[src/rtl/cdb_arbiter.sv]
`default_nettype none
// ============================================================================
// Module   : cdb_arbiter
// Purpose  : Round-robin writeback (common data bus) arbiter. Each execution
//            unit feeds a one-entry holding buffer; one result per cycle is
//            broadcast through a registered output.
// Revision : 1.0 - initial release
// ============================================================================
module cdb_arbiter #(
    parameter  int EX_NUM = 4,
    parameter  int DATA_W = 32,
    parameter  int REG_W  = 5,
    parameter  int TAG_W  = 4,
    localparam int c_ID_W = (EX_NUM > 1) ? $clog2(EX_NUM) : 1
) (
    input  logic                     clk,
    input  logic                     rst,
    input  logic                     flush,
    input  logic [EX_NUM-1:0]        req_valid,
    output logic [EX_NUM-1:0]        req_ready,
    input  logic [EX_NUM*DATA_W-1:0] req_data,
    input  logic [EX_NUM*REG_W-1:0]  req_reg,
    input  logic [EX_NUM*TAG_W-1:0]  req_tag,
    output logic                     wb_valid,
    output logic [DATA_W-1:0]        wd,
    output logic [REG_W-1:0]         wr,
    output logic [TAG_W-1:0]         w_tag,
    output logic [c_ID_W-1:0]        grant_id
);

    logic [EX_NUM-1:0] r_buf_valid;
    logic [DATA_W-1:0] r_buf_data [EX_NUM];
    logic [REG_W-1:0]  r_buf_reg  [EX_NUM];
    logic [TAG_W-1:0]  r_buf_tag  [EX_NUM];
    logic [c_ID_W-1:0] r_rr_ptr;

    logic              r_wb_valid;
    logic [DATA_W-1:0] r_wd;
    logic [REG_W-1:0]  r_wr;
    logic [TAG_W-1:0]  r_w_tag;
    logic [c_ID_W-1:0] r_grant_id;

    logic [EX_NUM-1:0] w_grant;
    logic              w_grant_any;
    logic [c_ID_W-1:0] w_grant_idx;
    logic [c_ID_W-1:0] w_scan_idx;
    logic [c_ID_W-1:0] w_ptr_next;
    logic [EX_NUM-1:0] w_accept;

    // Scan from the round-robin pointer; the first valid buffer wins.
    always_comb begin
        w_grant     = '0;
        w_grant_any = 1'b0;
        w_grant_idx = '0;
        w_scan_idx  = '0;
        for (int k = 0; k < EX_NUM; k++) begin
            w_scan_idx = c_ID_W'((32'(r_rr_ptr) + 32'(k)) % 32'(EX_NUM));
            if (!w_grant_any && r_buf_valid[w_scan_idx]) begin
                w_grant_any = 1'b1;
                w_grant_idx = w_scan_idx;
            end
        end
        if (w_grant_any) begin
            w_grant[w_grant_idx] = 1'b1;
        end
    end

    assign w_ptr_next = (w_grant_idx == c_ID_W'(EX_NUM - 1)) ? '0
                                                              : w_grant_idx + c_ID_W'(1);

    // A buffer being drained this cycle can take a new result on the same edge.
    always_comb begin
        req_ready = '0;
        w_accept  = '0;
        for (int i = 0; i < EX_NUM; i++) begin
            req_ready[i] = !flush && (!r_buf_valid[i] || w_grant[i]);
            w_accept[i]  = req_valid[i] && req_ready[i] &&
                           (req_tag[i*TAG_W +: TAG_W] != '0);
        end
    end

    always_ff @(posedge clk or posedge rst) begin
        if (rst) begin
            r_buf_valid <= '0;
            for (int i = 0; i < EX_NUM; i++) begin
                r_buf_data[i] <= '0;
                r_buf_reg[i]  <= '0;
                r_buf_tag[i]  <= '0;
            end
        end else if (flush) begin
            r_buf_valid <= '0;
        end else begin
            for (int i = 0; i < EX_NUM; i++) begin
                if (w_accept[i]) begin
                    r_buf_valid[i] <= 1'b1;
                    r_buf_data[i]  <= req_data[i*DATA_W +: DATA_W];
                    r_buf_reg[i]   <= req_reg[i*REG_W +: REG_W];
                    r_buf_tag[i]   <= req_tag[i*TAG_W +: TAG_W];
                end else if (w_grant[i]) begin
                    r_buf_valid[i] <= 1'b0;
                end
            end
        end
    end

    always_ff @(posedge clk or posedge rst) begin
        if (rst) begin
            r_rr_ptr <= '0;
        end else if (!flush && w_grant_any) begin
            r_rr_ptr <= w_ptr_next;
        end
    end

    // Idle and flushed cycles drive an all-zero bus so tag 0 means "nothing".
    always_ff @(posedge clk or posedge rst) begin
        if (rst) begin
            r_wb_valid <= 1'b0;
            r_wd       <= '0;
            r_wr       <= '0;
            r_w_tag    <= '0;
            r_grant_id <= '0;
        end else if (flush || !w_grant_any) begin
            r_wb_valid <= 1'b0;
            r_wd       <= '0;
            r_wr       <= '0;
            r_w_tag    <= '0;
            r_grant_id <= '0;
        end else begin
            r_wb_valid <= 1'b1;
            r_wd       <= r_buf_data[w_grant_idx];
            r_wr       <= r_buf_reg[w_grant_idx];
            r_w_tag    <= r_buf_tag[w_grant_idx];
            r_grant_id <= w_grant_idx;
        end
    end

    assign wb_valid = r_wb_valid;
    assign wd       = r_wd;
    assign wr       = r_wr;
    assign w_tag    = r_w_tag;
    assign grant_id = r_grant_id;

endmodule
`default_nettype wire

[config.mk]
export PLATFORM = sky130hd
export DESIGN_NAME = cdb_arbiter
export DESIGN_NICKNAME = d
export VERILOG_FILES = /design/src/rtl/cdb_arbiter.sv
export SDC_FILE = /design/constraint.sdc
export NUM_CORES = 1
export LEC_CHECK = 0
export ABC_AREA = 0
export CAP_MARGIN = 20
export CORE_MARGIN = 1.5
export CORE_UTILIZATION = 41
export DETAILED_ROUTE_END_ITERATION = 10
export PLACE_DENSITY = 0.76
export RECOVER_POWER = 50
export SYNTH_ARGS = -nofsm -noshare
export SYNTH_HDL_FRONTEND = slang
export SYNTH_SLANG_ARGS = --single-unit
[constraint.sdc]
create_clock -name clk -period 17.1 [get_ports clk]
set_input_delay 3.42 -clock clk [delete_from_list [all_inputs] [get_ports clk]]
set_output_delay 3.42 -clock clk [all_outputs]
set_load 0.1 [all_outputs]
==> impl_metrics.toml, run 1 <==
[power_and_ir_drop]
p_per_area_mw_per_mm2 = 149
power_leakage_uw = 0.00554
irDropWorstVdd_mv = 0.104

[global_routing]
track_usage = 0.191
grt_pass1_vias = 6128
grt_max_degree = 147
antenna_found_initial = 3
overflow = 0
grt_first_pass_wirelength_um = 33700

[synthesis]
synth.distinct_cells = 37
netlist_area_mm2 = 0.00902
synthTopCellsByArea = "dfrtp_1, mux2_2, mux2i_1"
synth_common_cells = "dfrtp_1, mux2_2, mux2i_1, o22ai_1, mux2_4"
seq_area_frac_synth = 0.594
synth_top_cell_by_area = "dfrtp_1"
synth_top_area_frac = 0.594
synth_nets = 775
synth-main-ff-cell = "dfrtp_1"
yosysMostFrequentCell = "dfrtp_1"
synth_warnings = 0
synth-async-reset-ratio = 1.00
synth_edf_count = 0
syn_avg_cell_area_um2 = 14.9
ys_ff_latch = 214
synth_cells = 604

[sta]
max_freq_mhz = 110
slew-limit-headroom = -1.77
fin_crit_sh = 0.531
hold_ws_ps = 501
finalSetupViolCount = 0
drv_slew = 245
finalSetupTns_ps = 0
rsz0062_at_grt = "false"
finalClockSkew_ps = 11.7
tightest_slew_ps = 4150
finalHoldViolations = 0
period_needed_ps = 9070

[clock_tree]
cts_setup_buffers = 0
insertion_delay_ps = 510
holdBufCountCts = 0
cts.repair.resized = 0
clk_pin_slew_worst_paths_ps = 60
clkSinkCount = 214
clock_path_buffers = 3
clockRootBuffer = "clkbuf_16"
htreeDepth = 1
cts_tree = "done"
numCtsBuffers = 25

[placement]
io_buffers = 218
hpwlAfterDp_um = 13600
place_area_mm2 = 0.0114
gp_congestion = 0.812

[cells_and_area]
multi_input_area_mm2 = 0.00340
fin_nets = 992
register_area_mm2 = 0.00536
largest_reg_flops = 128
fillers = 1823
drive_gt1_frac = 0.249
design_area_mm2 = 0.0122
areaGrowthSynthToFinish_pct = 35.6

[routing]
post_drt_wl_per_cell_um = 19.5
dr.pass1.iters = 5
drc = 0
via_per_inst = 5.14
drtIter0Drc = 178
via_count = 5770
ant_nets = 0
wl_um = 21800

[critical_path]
cp_num_buf_inv = 3
end_kind = "asynchronous set/reset pin"
critPathLaunchType = "input pin"
path_class = "input pin to asynchronous set/reset pin"
path_max_fanout = 79
cpMaxStageDelayCell = "clkbuf_1"
critPathTopFamily = "buffers and inverters"
cpPeakStageDelay_ps = 3010
crit_path_cell_trace = "dlygate4sd3_1 > clkinvlp_2 > clkbuf_1"
crit_required_ps = 16750
worst_ep_arrival_time_ps = 8720

[worst_hold_path]
worstHoldPathType = "flop to flop"

[status]
status = "finished with violations"
violations = "capacitance limit, slew limit"

[floorplanning]
core_mm2 = 0.0217
die_h_um = 151
top_level_ports = 219
initial_core_util = 0.416
die_area_mm2 = 0.0229
fp.dieW_um = 151
fp-row-count = 54

[flow_run]
drv_cap = 4
## per-layer routing
layer / GRT usage / up-vias / share of wire
met4: 0.0515 / 0 / 0.024
li1: - / 2641 / -
met1: 0.244 / 2892 / 0.41
met5: 0 / - / 0
met3: 0.0572 / 37 / 0.084
met2: 0.314 / 200 / 0.48
## cell usage in the layout, fill, tap and decap left out, types with 3 or more instances in the layout
| cell | count |
|---|---|
| inv_1 | 8 |
| nand2_1 | 9 |
| diode_2 | 3 |
| mux2_2 | 115 |
| nor2_1 | 12 |
| clkbuf_8 | 9 |
| o22ai_1 | 41 |
| dfrtp_1 | 214 |
| clkdlybuf4s50_1 | 215 |
| a21oi_1 | 7 |
| buf_4 | 4 |
| a22o_1 | 10 |
| clkbuf_1 | 6 |
| mux2_4 | 36 |
| clkinv_2 | 7 |
| mux2i_1 | 83 |
| clkbuf_16 | 25 |
| dlygate4sd3_1 | 3 |
## cell type report
type                       instances  area share
timing repair buffer             227       0.184
clock buffer                      36      0.0619
inverter                           9     0.00286
multi-input combinational        344       0.278
tap                              280      0.0286
clock inverter                    10     0.00665
sequential                       214       0.438
antenna                            3    0.000614
## through the flow
| step | util | instances | worst slack (ps) | power, uW |
|---|---|---|---|---|
| floorplan | - | 604 | 7830 | 1150 |
| global placement | 0.525 | 1072 | 8260 | 1300 |
| detailed placement | 0.525 | 1072 | 8210 | 1310 |
| CTS | 0.564 | 1118 | 8200 | 1850 |
| global route | 0.564 | 1122 | 6730 | 1910 |
| finish | 0.564 | 1123 | 8030 | 1830 |
## worst paths after layout
check | start | end | slack, ps | depth (start not counted)
max | rst | wd[29]$_DFF_PP0_ | 8030 | 3
min | r_buf_tag[8]$_DFFE_PP0P_ | r_buf_tag[8]$_DFFE_PP0P_ | 500 | 1
max reg2reg | r_rr_ptr[1]$_DFFE_PP0P_ | r_buf_data[78]$_DFFE_PP0P_ | 14000 | 6
min reg2reg | r_buf_tag[8]$_DFFE_PP0P_ | r_buf_tag[8]$_DFFE_PP0P_ | 500 | 1
max in group clk | flush | req_ready[0] | 8090 | 4
min in group asynchronous | rst | r_buf_data[103]$_DFFE_PP0P_ | 4200 | 2
## report_power, final
part           leakage [uW]  total, uW  internal (uW)  switching (uW)
sequential          0.00259        690            628            62.7
clock              0.000421        528            322             206
combinational       0.00253        610            243             367
## logic make-up (layout without fill, tap and decap cells)
logic type	Yosys count	in the layout	synth area share
buf+inv	46	282	0.0322
flops	214	214	0.594
mux	236	236	0.298
other cells	0	3	0
compound gates	73	73	0.0569
simple gates	35	35	0.0194
(Power assumes the default switching activity.)
==> run 2, diff against run 1 <==
--- a/config.mk
+++ b/config.mk
@@ -10,7 +10,7 @@
 export CORE_MARGIN = 1.5
 export CORE_UTILIZATION = 41
 export DETAILED_ROUTE_END_ITERATION = 10
-export PLACE_DENSITY = 0.76
+export PLACE_DENSITY = 0.79
 export RECOVER_POWER = 50
 export SYNTH_ARGS = -nofsm -noshare
 export SYNTH_HDL_FRONTEND = slang
==> constraint.sdc (replaced) <==
create_clock -name clk -period 8.12 [get_ports clk]
set_input_delay 1.624 -clock clk [delete_from_list [all_inputs] [get_ports clk]]
set_output_delay 1.624 -clock clk [all_outputs]
set_load 0.1 [all_outputs]
==> run 2 against run 1 <==
Compared with the run above: the run still ends with capacitance limit, slew limit left; critical path depth unchanged; sequential power up 110%; worst setup slack worse by 5500 ps; register-to-register slack lost 8700 ps; critical path type unchanged; largest power group unchanged; global-route usage grew 0.056 points; non-clock buffer count down 1; worst hold slack got worse by 1.6 ps.
==> impl_metrics.toml, run 2 (synthesized netlist as in run 1, its figures left out) <==
[critical_path]
cpPeakStageDelay_ps = 2180
end_kind = "asynchronous set/reset pin"
r2r_start = "r_rr_ptr[0]$_DFFE_PP0P_"
path_class = "input pin to asynchronous set/reset pin"
crit_path_cell_trace = "dlygate4sd3_1 > clkinvlp_2 > clkbuf_2"
cp_num_buf_inv = 3
worstRegToRegCells = 6
cp-startpoint = "rst"
crit_end = "wr[3]$_DFF_PP0_"
path_max_fanout = 89
worst-r2r-setup-slack_ps = 5340
critPathTopFamily = "buffers and inverters"
cpMaxStageDelayCell = "clkinvlp_2"
worstSetupPathDepth = 3
crit_required_ps = 8430
critPathLaunchType = "input pin"
r2r-end = "r_buf_data[111]$_DFFE_PP0P_"
worst_ep_arrival_time_ps = 5920

[status]
status = "finished with violations"
violations = "capacitance limit, slew limit"

[global_routing]
grt_max_degree = 90
antenna_found_initial = 1
track_usage = 0.191
grt_first_pass_wirelength_um = 33700
overflow = 0
grt_pass1_vias = 6144

[clock_tree]
clkSinkCount = 214
holdBufCountCts = 0
cts_tree = "done"
clock_path_buffers = 3
clockRootBuffer = "clkbuf_16"
numCtsBuffers = 23
cts_setup_buffers = 0
htreeDepth = 1
cts.repair.resized = 0
insertion_delay_ps = 500
clk_pin_slew_worst_paths_ps = 60

[cells_and_area]
largest_reg_flops = 128
register_area_mm2 = 0.00536
layout_commonest_cell = "clkdlybuf4s50_1"
drive_gt1_frac = 0.245
fin_nets = 989
areaGrowthSynthToFinish_pct = 35.1
fillers = 1773
multi_input_area_mm2 = 0.00340
finish.utilization = 0.562
final_cell_mix = "clkdlybuf4s50_1, dfrtp_1, mux2_2"

[sta]
period_needed_ps = 5610
tightest_slew_ps = 3900
slew-limit-headroom = -1.62
drv_slew = 219
finalHoldViolations = 0
setup_slack_ps = 2510
fin_crit_sh = 0.691
finalSetupTns_ps = 0
rsz0062_at_grt = "false"
finalSetupViolCount = 0
max_freq_mhz = 178
hold_ws_ps = 500
finalClockSkew_ps = 11.3

[floorplanning]
die_h_um = 151
die_area_mm2 = 0.0229
fp.dieW_um = 151
core_mm2 = 0.0217
top_level_ports = 219
fp-row-count = 54
initial_core_util = 0.416

[worst_hold_path]
worstHoldPathType = "flop to flop"

[placement]
pre_cts_ws_ps = 2840
gp_congestion = 0.801
io_buffers = 218
hpwlAfterDp_um = 13700

[routing]
via_count = 5797
wl_um = 21800
drc = 0
dr.pass1.iters = 4
drtIter0Drc = 158
post_drt_wl_per_cell_um = 19.6
ant_nets = 0
via_per_inst = 5.20

[power_and_ir_drop]
power_leakage_uw = 0.00552
p_per_area_mw_per_mm2 = 315
irDropWorstVdd_mv = 0.177
power.total_uw = 3840

[flow_run]
drv_cap = 3
[run 2: cell count changes in the layout (fill, tap and decap cells not counted)]
| cell | change |
|---|---|
| nand2_2 | -1 |
| clkinvlp_4 | +1 |
| clkbuf_8 | -5 |
| clkinv_2 | -4 |
| diode_2 | -2 |
| clkbuf_1 | -3 |
| buf_4 | +1 |
| clkbuf_2 | +2 |
| nand2_1 | +1 |
| clkbuf_16 | -2 |
| bufinv_16 | +3 |
[run 2: per-layer routing]
metal  GRT usage  part of all wire  vias to the layer above
met5           0                 0                        -
met4      0.0345             0.015                        0
met3      0.0539             0.083                       27
met2       0.328              0.49                      174
met1       0.243              0.41                     2960
li1            -                 -                     2636
[run 2: how the worst min path moves through the flow]
stage / to / depth (start not counted) / from / slack (ps)
floorplan: r_buf_reg[0]$_DFFE_PP0P_ / 1 / r_buf_reg[0]$_DFFE_PP0P_ / 460
global placement: r_buf_reg[1]$_DFFE_PP0P_ / 1 / r_buf_reg[1]$_DFFE_PP0P_ / 480
detailed placement: r_buf_reg[1]$_DFFE_PP0P_ / 1 / r_buf_reg[1]$_DFFE_PP0P_ / 490
CTS: r_buf_reg[1]$_DFFE_PP0P_ / 1 / r_buf_reg[1]$_DFFE_PP0P_ / 510
global route: r_buf_data[75]$_DFFE_PP0P_ / 1 / r_buf_data[75]$_DFFE_PP0P_ / 510
finish: r_buf_reg[1]$_DFFE_PP0P_ / 1 / r_buf_reg[1]$_DFFE_PP0P_ / 500
[run 2: where the power goes]
group | switching, uW | internal, uW | total (uW)
Clock | 419 | 683 | 1100
Sequential | 133 | 1320 | 1450
Combinational | 776 | 510 | 1290
[run 2: cell type report]
class	count	area share
Timing Repair Buffer	226	0.185
Sequential cell	214	0.439
Clock inverter	10	0.0130
Multi-Input combinational cell	344	0.279
Tap cell	280	0.0287
Antenna cell	1	0.000205
Clock buffer	30	0.0526
Inverter	9	0.00287
[run 2: through the flow]
step / cell area (um^2) / instances
floorplan: 9020 / 604
global placement: 11400 / 1072
detailed placement: 11400 / 1072
CTS: 12200 / 1112
global route: 12200 / 1113
finish: 12200 / 1114
